## src/rtl/pipe_reg.sv

```systemverilog
// -----------------------------------------------------------------------------
// pipe_reg
//
// Parametrised pipeline register: DEPTH stages of WIDTH bits, each with its
// own valid bit, joined by a valid/ready handshake at both ends. A valid stage
// moves forward whenever the stage ahead of it is empty or is itself moving,
// so bubbles collapse even while the output is stalled. Words leave in strict
// FIFO order, and none are dropped or duplicated.
//
// Parameters:
//   WIDTH     data width in bits (>= 1)
//   DEPTH     number of register stages (>= 1)
//   RESET_VAL value loaded into every data stage on reset
//
// Ports:
//   clk        rising-edge clock
//   rst_n      asynchronous active-low reset
//   flush      synchronous clear of all valid bits (only with PIPE_REG_FLUSH_EN)
//   in_valid   upstream word available
//   in_ready   stage 0 can accept this cycle (combinational from out_ready)
//   in_data    upstream word
//   out_valid  last stage holds a valid word
//   out_ready  downstream accepts this cycle
//   out_data   last-stage data
//   occupancy  registered count of valid stages (0..DEPTH)
//
// Optional feature macro: PIPE_REG_FLUSH_EN adds the flush input. While flush
// is high, in_ready and out_valid are forced low, no data register moves, and
// every valid bit and the occupancy count clear at the next edge.
// -----------------------------------------------------------------------------
module pipe_reg #(
    parameter int               WIDTH     = 8,
    parameter int               DEPTH     = 4,
    parameter logic [WIDTH-1:0] RESET_VAL = {WIDTH{1'b0}}
) (
    input  logic                       clk,
    input  logic                       rst_n,
`ifdef PIPE_REG_FLUSH_EN
    input  logic                       flush,
`endif
    input  logic                       in_valid,
    output logic                       in_ready,
    input  logic [WIDTH-1:0]           in_data,
    output logic                       out_valid,
    input  logic                       out_ready,
    output logic [WIDTH-1:0]           out_data,
    output logic [$clog2(DEPTH+1)-1:0] occupancy
);

    localparam int OCC_W = $clog2(DEPTH + 1);

    logic [DEPTH-1:0] v_r;
    logic [DEPTH-1:0] v_nxt_s;
    logic [DEPTH-1:0] adv_s;
    logic [DEPTH:0]   v_ext_s;
    logic             carry_s;
    logic [WIDTH-1:0] d_r     [DEPTH];
    logic [WIDTH-1:0] d_nxt_s [DEPTH];
    logic [OCC_W-1:0] occ_r;
    logic [OCC_W-1:0] occ_nxt_s;
    logic             flush_s;
    logic             in_ready_s;
    logic             accept_s;
    logic             emit_s;

`ifdef PIPE_REG_FLUSH_EN
    assign flush_s = flush;
`else
    assign flush_s = 1'b0;
`endif

    // Advance chain, walked from the output back to stage 0. A constant-1
    // sentinel above the last stage turns the generic term into
    // v[DEPTH-1] & out_ready for the last stage. Flush blocks every move so
    // the data registers stay untouched.
    always_comb begin
        v_ext_s = {1'b1, v_r};
        carry_s = out_ready;
        adv_s   = {DEPTH{1'b0}};
        for (int k = DEPTH - 1; k >= 0; k--) begin
            adv_s[k] = v_ext_s[k] & (~v_ext_s[k+1] | carry_s) & ~flush_s;
            carry_s  = adv_s[k];
        end
    end

    // Handshake at both ends of the chain.
    always_comb begin
        in_ready_s = (~v_r[0] | adv_s[0]) & ~flush_s;
        accept_s   = in_valid & in_ready_s;
        emit_s     = adv_s[DEPTH-1];
    end

    // Next state of the stage valid bits and data registers. A stage that
    // empties keeps its stale data, because only its valid bit drops.
    always_comb begin
        v_nxt_s = v_r & ~adv_s;
        d_nxt_s = d_r;
        if (accept_s) begin
            v_nxt_s[0] = 1'b1;
            d_nxt_s[0] = in_data;
        end else begin
            v_nxt_s[0] = v_nxt_s[0];
        end
        for (int k = 1; k < DEPTH; k++) begin
            if (adv_s[k-1]) begin
                v_nxt_s[k] = 1'b1;
                d_nxt_s[k] = d_r[k-1];
            end else begin
                v_nxt_s[k] = v_nxt_s[k];
            end
        end
        if (flush_s) begin
            v_nxt_s = {DEPTH{1'b0}};
        end else begin
            v_nxt_s = v_nxt_s;
        end
    end

    // Next occupancy: +1 on accept, -1 on emit, unchanged on both or neither.
    always_comb begin
        occ_nxt_s = occ_r;
        if (flush_s) begin
            occ_nxt_s = {OCC_W{1'b0}};
        end else begin
            case ({accept_s, emit_s})
                2'b10:   occ_nxt_s = occ_r + {{(OCC_W-1){1'b0}}, 1'b1};
                2'b01:   occ_nxt_s = occ_r - {{(OCC_W-1){1'b0}}, 1'b1};
                default: occ_nxt_s = occ_r;
            endcase
        end
    end

    // Stage and occupancy registers.
    always_ff @(posedge clk or negedge rst_n) begin
        if (!rst_n) begin
            v_r   <= {DEPTH{1'b0}};
            occ_r <= {OCC_W{1'b0}};
            for (int k = 0; k < DEPTH; k++) begin
                d_r[k] <= RESET_VAL;
            end
        end else begin
            v_r   <= v_nxt_s;
            occ_r <= occ_nxt_s;
            d_r   <= d_nxt_s;
        end
    end

    // Output drive; valid and data come straight from the last stage register.
    always_comb begin
        in_ready  = in_ready_s;
        out_valid = v_r[DEPTH-1] & ~flush_s;
        out_data  = d_r[DEPTH-1];
        occupancy = occ_r;
    end

endmodule

```

## config.mk

```make
export PLATFORM = sky130hd
export DESIGN_NAME = pipe_reg
export DESIGN_NICKNAME = d
export VERILOG_FILES = /design/src/rtl/pipe_reg.sv
export SDC_FILE = /design/constraint.sdc
export NUM_CORES = 1
export LEC_CHECK = 0
export BUFFER_PORTS_ARGS = -buffer_cell sky130_fd_sc_hd__buf_2
export CAP_MARGIN = 20
export CORE_MARGIN = 2
export CORE_UTILIZATION = 45
export DETAILED_ROUTE_END_ITERATION = 10
export GPL_TIMING_DRIVEN = 0
export PLACE_DENSITY = 0.63
export SLEW_MARGIN = 20
export SYNTH_ARGS = -nofsm -noshare
export SYNTH_HDL_FRONTEND = slang
export SYNTH_SLANG_ARGS = --single-unit
```

## constraint.sdc

```tcl
create_clock -name clk -period 5.3 [get_ports clk]
set_input_delay 1.06 -clock clk [delete_from_list [all_inputs] [get_ports clk]]
set_output_delay 1.06 -clock clk [all_outputs]
set_load 0.1 [all_outputs]
```

After elaboration in Yosys (flattened, before gate mapping)
Index checks and enable logic that the tools add are counted.
W data, S select, Z words.

cells by class
  add/sub/neg operators = 2
  eq/ne operators = 2
  multiplexer cells = 5
  bitwise operators = 15
  reductions and logical operators = 1

operator list
  cell                   number
  $pmux W3 S2            1
  $and A1 B1 Y1          5
  $and A4 B4 Y4          1
  $mux W1                4
  $not A1 Y1             4
  $not A4 Y4             1
  $or A1 B1 Y1           4
  $add A3 B1 Y3 const B  1
  $sub A3 B1 Y3 const B  1
  $eq A2 B1 Y1 const B   1
  $eq A2 B2 Y1 const B   1
  $reduce_bool A2 Y1     1

word-level totals
  flip-flop bits (word level) = 39
  output and inout bits = 13
  logic and storage cells = 31

Depth between registers and ports, before layout
  word-level depth = 11
  depth in mapped cells = 8

Worst setup path after synthesis
No wires, ideal clock.

  path type = in2out
  start point = input port out_ready
  end point = output port in_ready
  arrival = 1.814 ns
  data required time = 4.240 ns
  path slack = 2.426 ns
  stages on the path = 2
  path buffers = 0
  cell sequence = nand4b_4 or2_2

on the way
  cells in the longest elaborated chain, start to end = 8

RTL lines
  element        line  source
  from (decl)    45    input logic out_ready,
  $and A1 B1 Y1  81    adv_s[k] = v_ext_s[k] & (~v_ext_s[k+1] | carry_s) & ~flush_s;
  $or A1 B1 Y1   81
  $and A1 B1 Y1  81
  $or A1 B1 Y1   81
  $and A1 B1 Y1  81
  $or A1 B1 Y1   81
  $and A1 B1 Y1  81
  $or A1 B1 Y1   88    in_ready_s = (~v_r[0] | adv_s[0]) & ~flush_s;
  to (decl)      42    output logic in_ready,

Every way passes these cells.

Worst setup path after layout
Ends and elaborated chain as after synthesis.

==> qor.txt <==
startpoint types = primary input
H-tree Lvls = 2
ANT cells = 0
Initial DRC Count = 29
Die Y = 63.36 microns
# rows = 21
core area = 0.003363 sq mm
Post-DP HPWL = 1582 microns
synthesized area per cell = 15.24 sq um
worst-path maximum fanout = 4
DRC Markers = 0
post-layout min period = 3.043 ns
pin count of the biggest net entering global routing = 40
clock sink count = 39
Synth top area share = 61.56%
WL final = 2131 microns
vias in the first global route = 840
I/O Pins = 25
crit path DAT = 1.98 ns
Seq cells post-synth = 39
CTS Buf Count = 5
most common cell after layout, fill and taps aside = dfrtp_1
type of element capturing the critical path = primary output
synth top area cells = dfrtp_1 (62%), mux2_2 (23%), buf_4 (3.8%)
Synth Net Count = 118
Final ANT Viol Nets = 0
DRT Pass-1 Iters = 4
cell taking the most area after synthesis = dfrtp_1
WP data required = 4.24 ns
fin nets = 149
CTS tree = yes
Synth Warn # = 0
Area Growth Syn to Fin = 13.81%
worst-margin pin slew = 0.8253 ns
first-pass GRT wire length = 3760 microns
Max Clock Freq = 328.6 MHz
Yosys cell types = 18
Gate Count Post-Synth = 104
final worst path period share = 57.42%
RSZ-0062 raised after global routing = no
max_cap viols = 0
post-CTS sizing = 0
GRT Residual Overflow = 0
CTS Hold Bufs = 0
Via density = 4.611
clock-pin transition on the worst setup and hold timing paths = 0.10 ns
Routed WL per cell = 11.84 microns
Max-slew headroom = 44.98%
final std cells w/o fill = 180
routability cong. = 0.6631
placed cells = 174
Mapped Area = 0.001585 sq mm
via count = 830
area of the multi-input gates = 534.3 sq um
IO Port Bufs = 24
Die Area = 0.004014 sq mm
Root Driver = clkbuf_4
most frequent cells in the layout = dfrtp_1 (39), mux2_2 (32), buf_2 (24), buf_4 (8), clkbuf_4 (5)
fraction of layout cells with a size suffix above 1 = 54.48%
Initial Util = 47.14%
worst min path class = flip-flop to flip-flop
setup repair bufs after CTS = 0
critical path class = primary input to primary output
setup_tns = 0 ns
Final setup violation count = 0
CTS max path bufs = 2
Clock Latency Late Sink = 0.33 ns
Fill cells = 314
Setup Skew = 0.009404 ns
Max Transition Viols Final = 0
gr usage total = 12.54%
outcome = completed
initial antenna violation count = 0
register area = 975.9 sq um
die width = 63.36 microns
Fin. Hold Viols = 0
Seq/Total Area, Yosys = 61.56%
[final cells by class]
class | instances | share of cell area (%)
repair buffers | 24 | 6.657
clock buffers | 6 | 2.288
multi-input cells | 53 | 29.61
plain buffers | 8 | 3.329
flip-flops and latches | 39 | 54.09
well taps | 46 | 3.190
inverters | 4 | 0.8322
[worst max-delay path, cell delays in order]
cell and delay [ns]:
buf_2 0.11, nand4b_4 0.20, or2_2 0.31, buf_2 0.30
[metal layers]
| layer | part of all wire (%) | global-route usage (%) |
|---|---|---|
| met1 | 46 | 15.60 |
| met2 | 47 | 18.42 |
| met3 | 5.6 | 3.929 |
| met4 | 1.3 | 8.967 |
| met5 | 0 | 0 |
[through the flow]
| stage | utilization (%) | area [sq um] | setup slack [ns] | hold WS (ns) |
|---|---|---|---|---|
| global route | 53.65 | 1804 | 2.227 | 0.4922 |
| CTS | 53.65 | 1804 | 2.251 | 0.4729 |
| floorplan | - | 1585 | 2.426 | 0.4749 |
| detailed placement | 52.42 | 1763 | 2.253 | 0.4563 |
| global placement | 52.42 | 1763 | 2.267 | 0.4539 |
| finish | 53.65 | 1804 | 2.257 | 0.4693 |
[registers in the layout (all words and copies together), names as in the netlist]
| register | count |
|---|---|
| v_r | 4 |
| occupancy | 3 |
| d_r | 24 |
| out_data | 8 |
[cell usage after synthesis]
library cell	count
nand3b_1	1
inv_1	4
nor2_1	1
nand4b_4	1
o21ai_0	1
mux2_2	32
buf_4	8
nand2_1	4
xnor2_1	1
dfrtp_1	39
nand2_2	1
o21ai_4	1
xor2_1	2
or2_2	1
nand2b_1	4
ha_1	1
and2_1	1
fa_1	1
[cells by family (layout without fill, tap and decap cells)]
group           after synthesis  count (layout)  share of synthesized area, %
xor+xnor                      3               3                         1.658
mux                          32              32                         22.73
buf+inv                      12              42                         4.735
simple gates                 14              14                         5.919
fa+ha+maj                     2               2                         2.052
compound gates                2               2                         1.342
flops                        39              39                         61.56
[final timing paths]
path,startpoint,to,slack [ns],cells after the start
setup / recovery,out_ready,in_ready,2.26,4
hold / removal,occupancy[2]$_DFFE_PN0P_,occupancy[2]$_DFFE_PN0P_,0.47,1
setup reg to reg,v_r[3]$_DFF_PN0_,occupancy[2]$_DFFE_PN0P_,3.20,8
hold reg to reg,occupancy[2]$_DFFE_PN0P_,occupancy[2]$_DFFE_PN0P_,0.47,1
max in group asynchronous,rst_n,out_data[7]$_DFFE_PN0P_,3.96,1
min in group asynchronous,rst_n,occupancy[1]$_DFFE_PN0P_,0.82,1
Power is left out: the tool's default activity adds up to more than one toggle a clock period on the data nets, which glitch-free logic cannot reach.
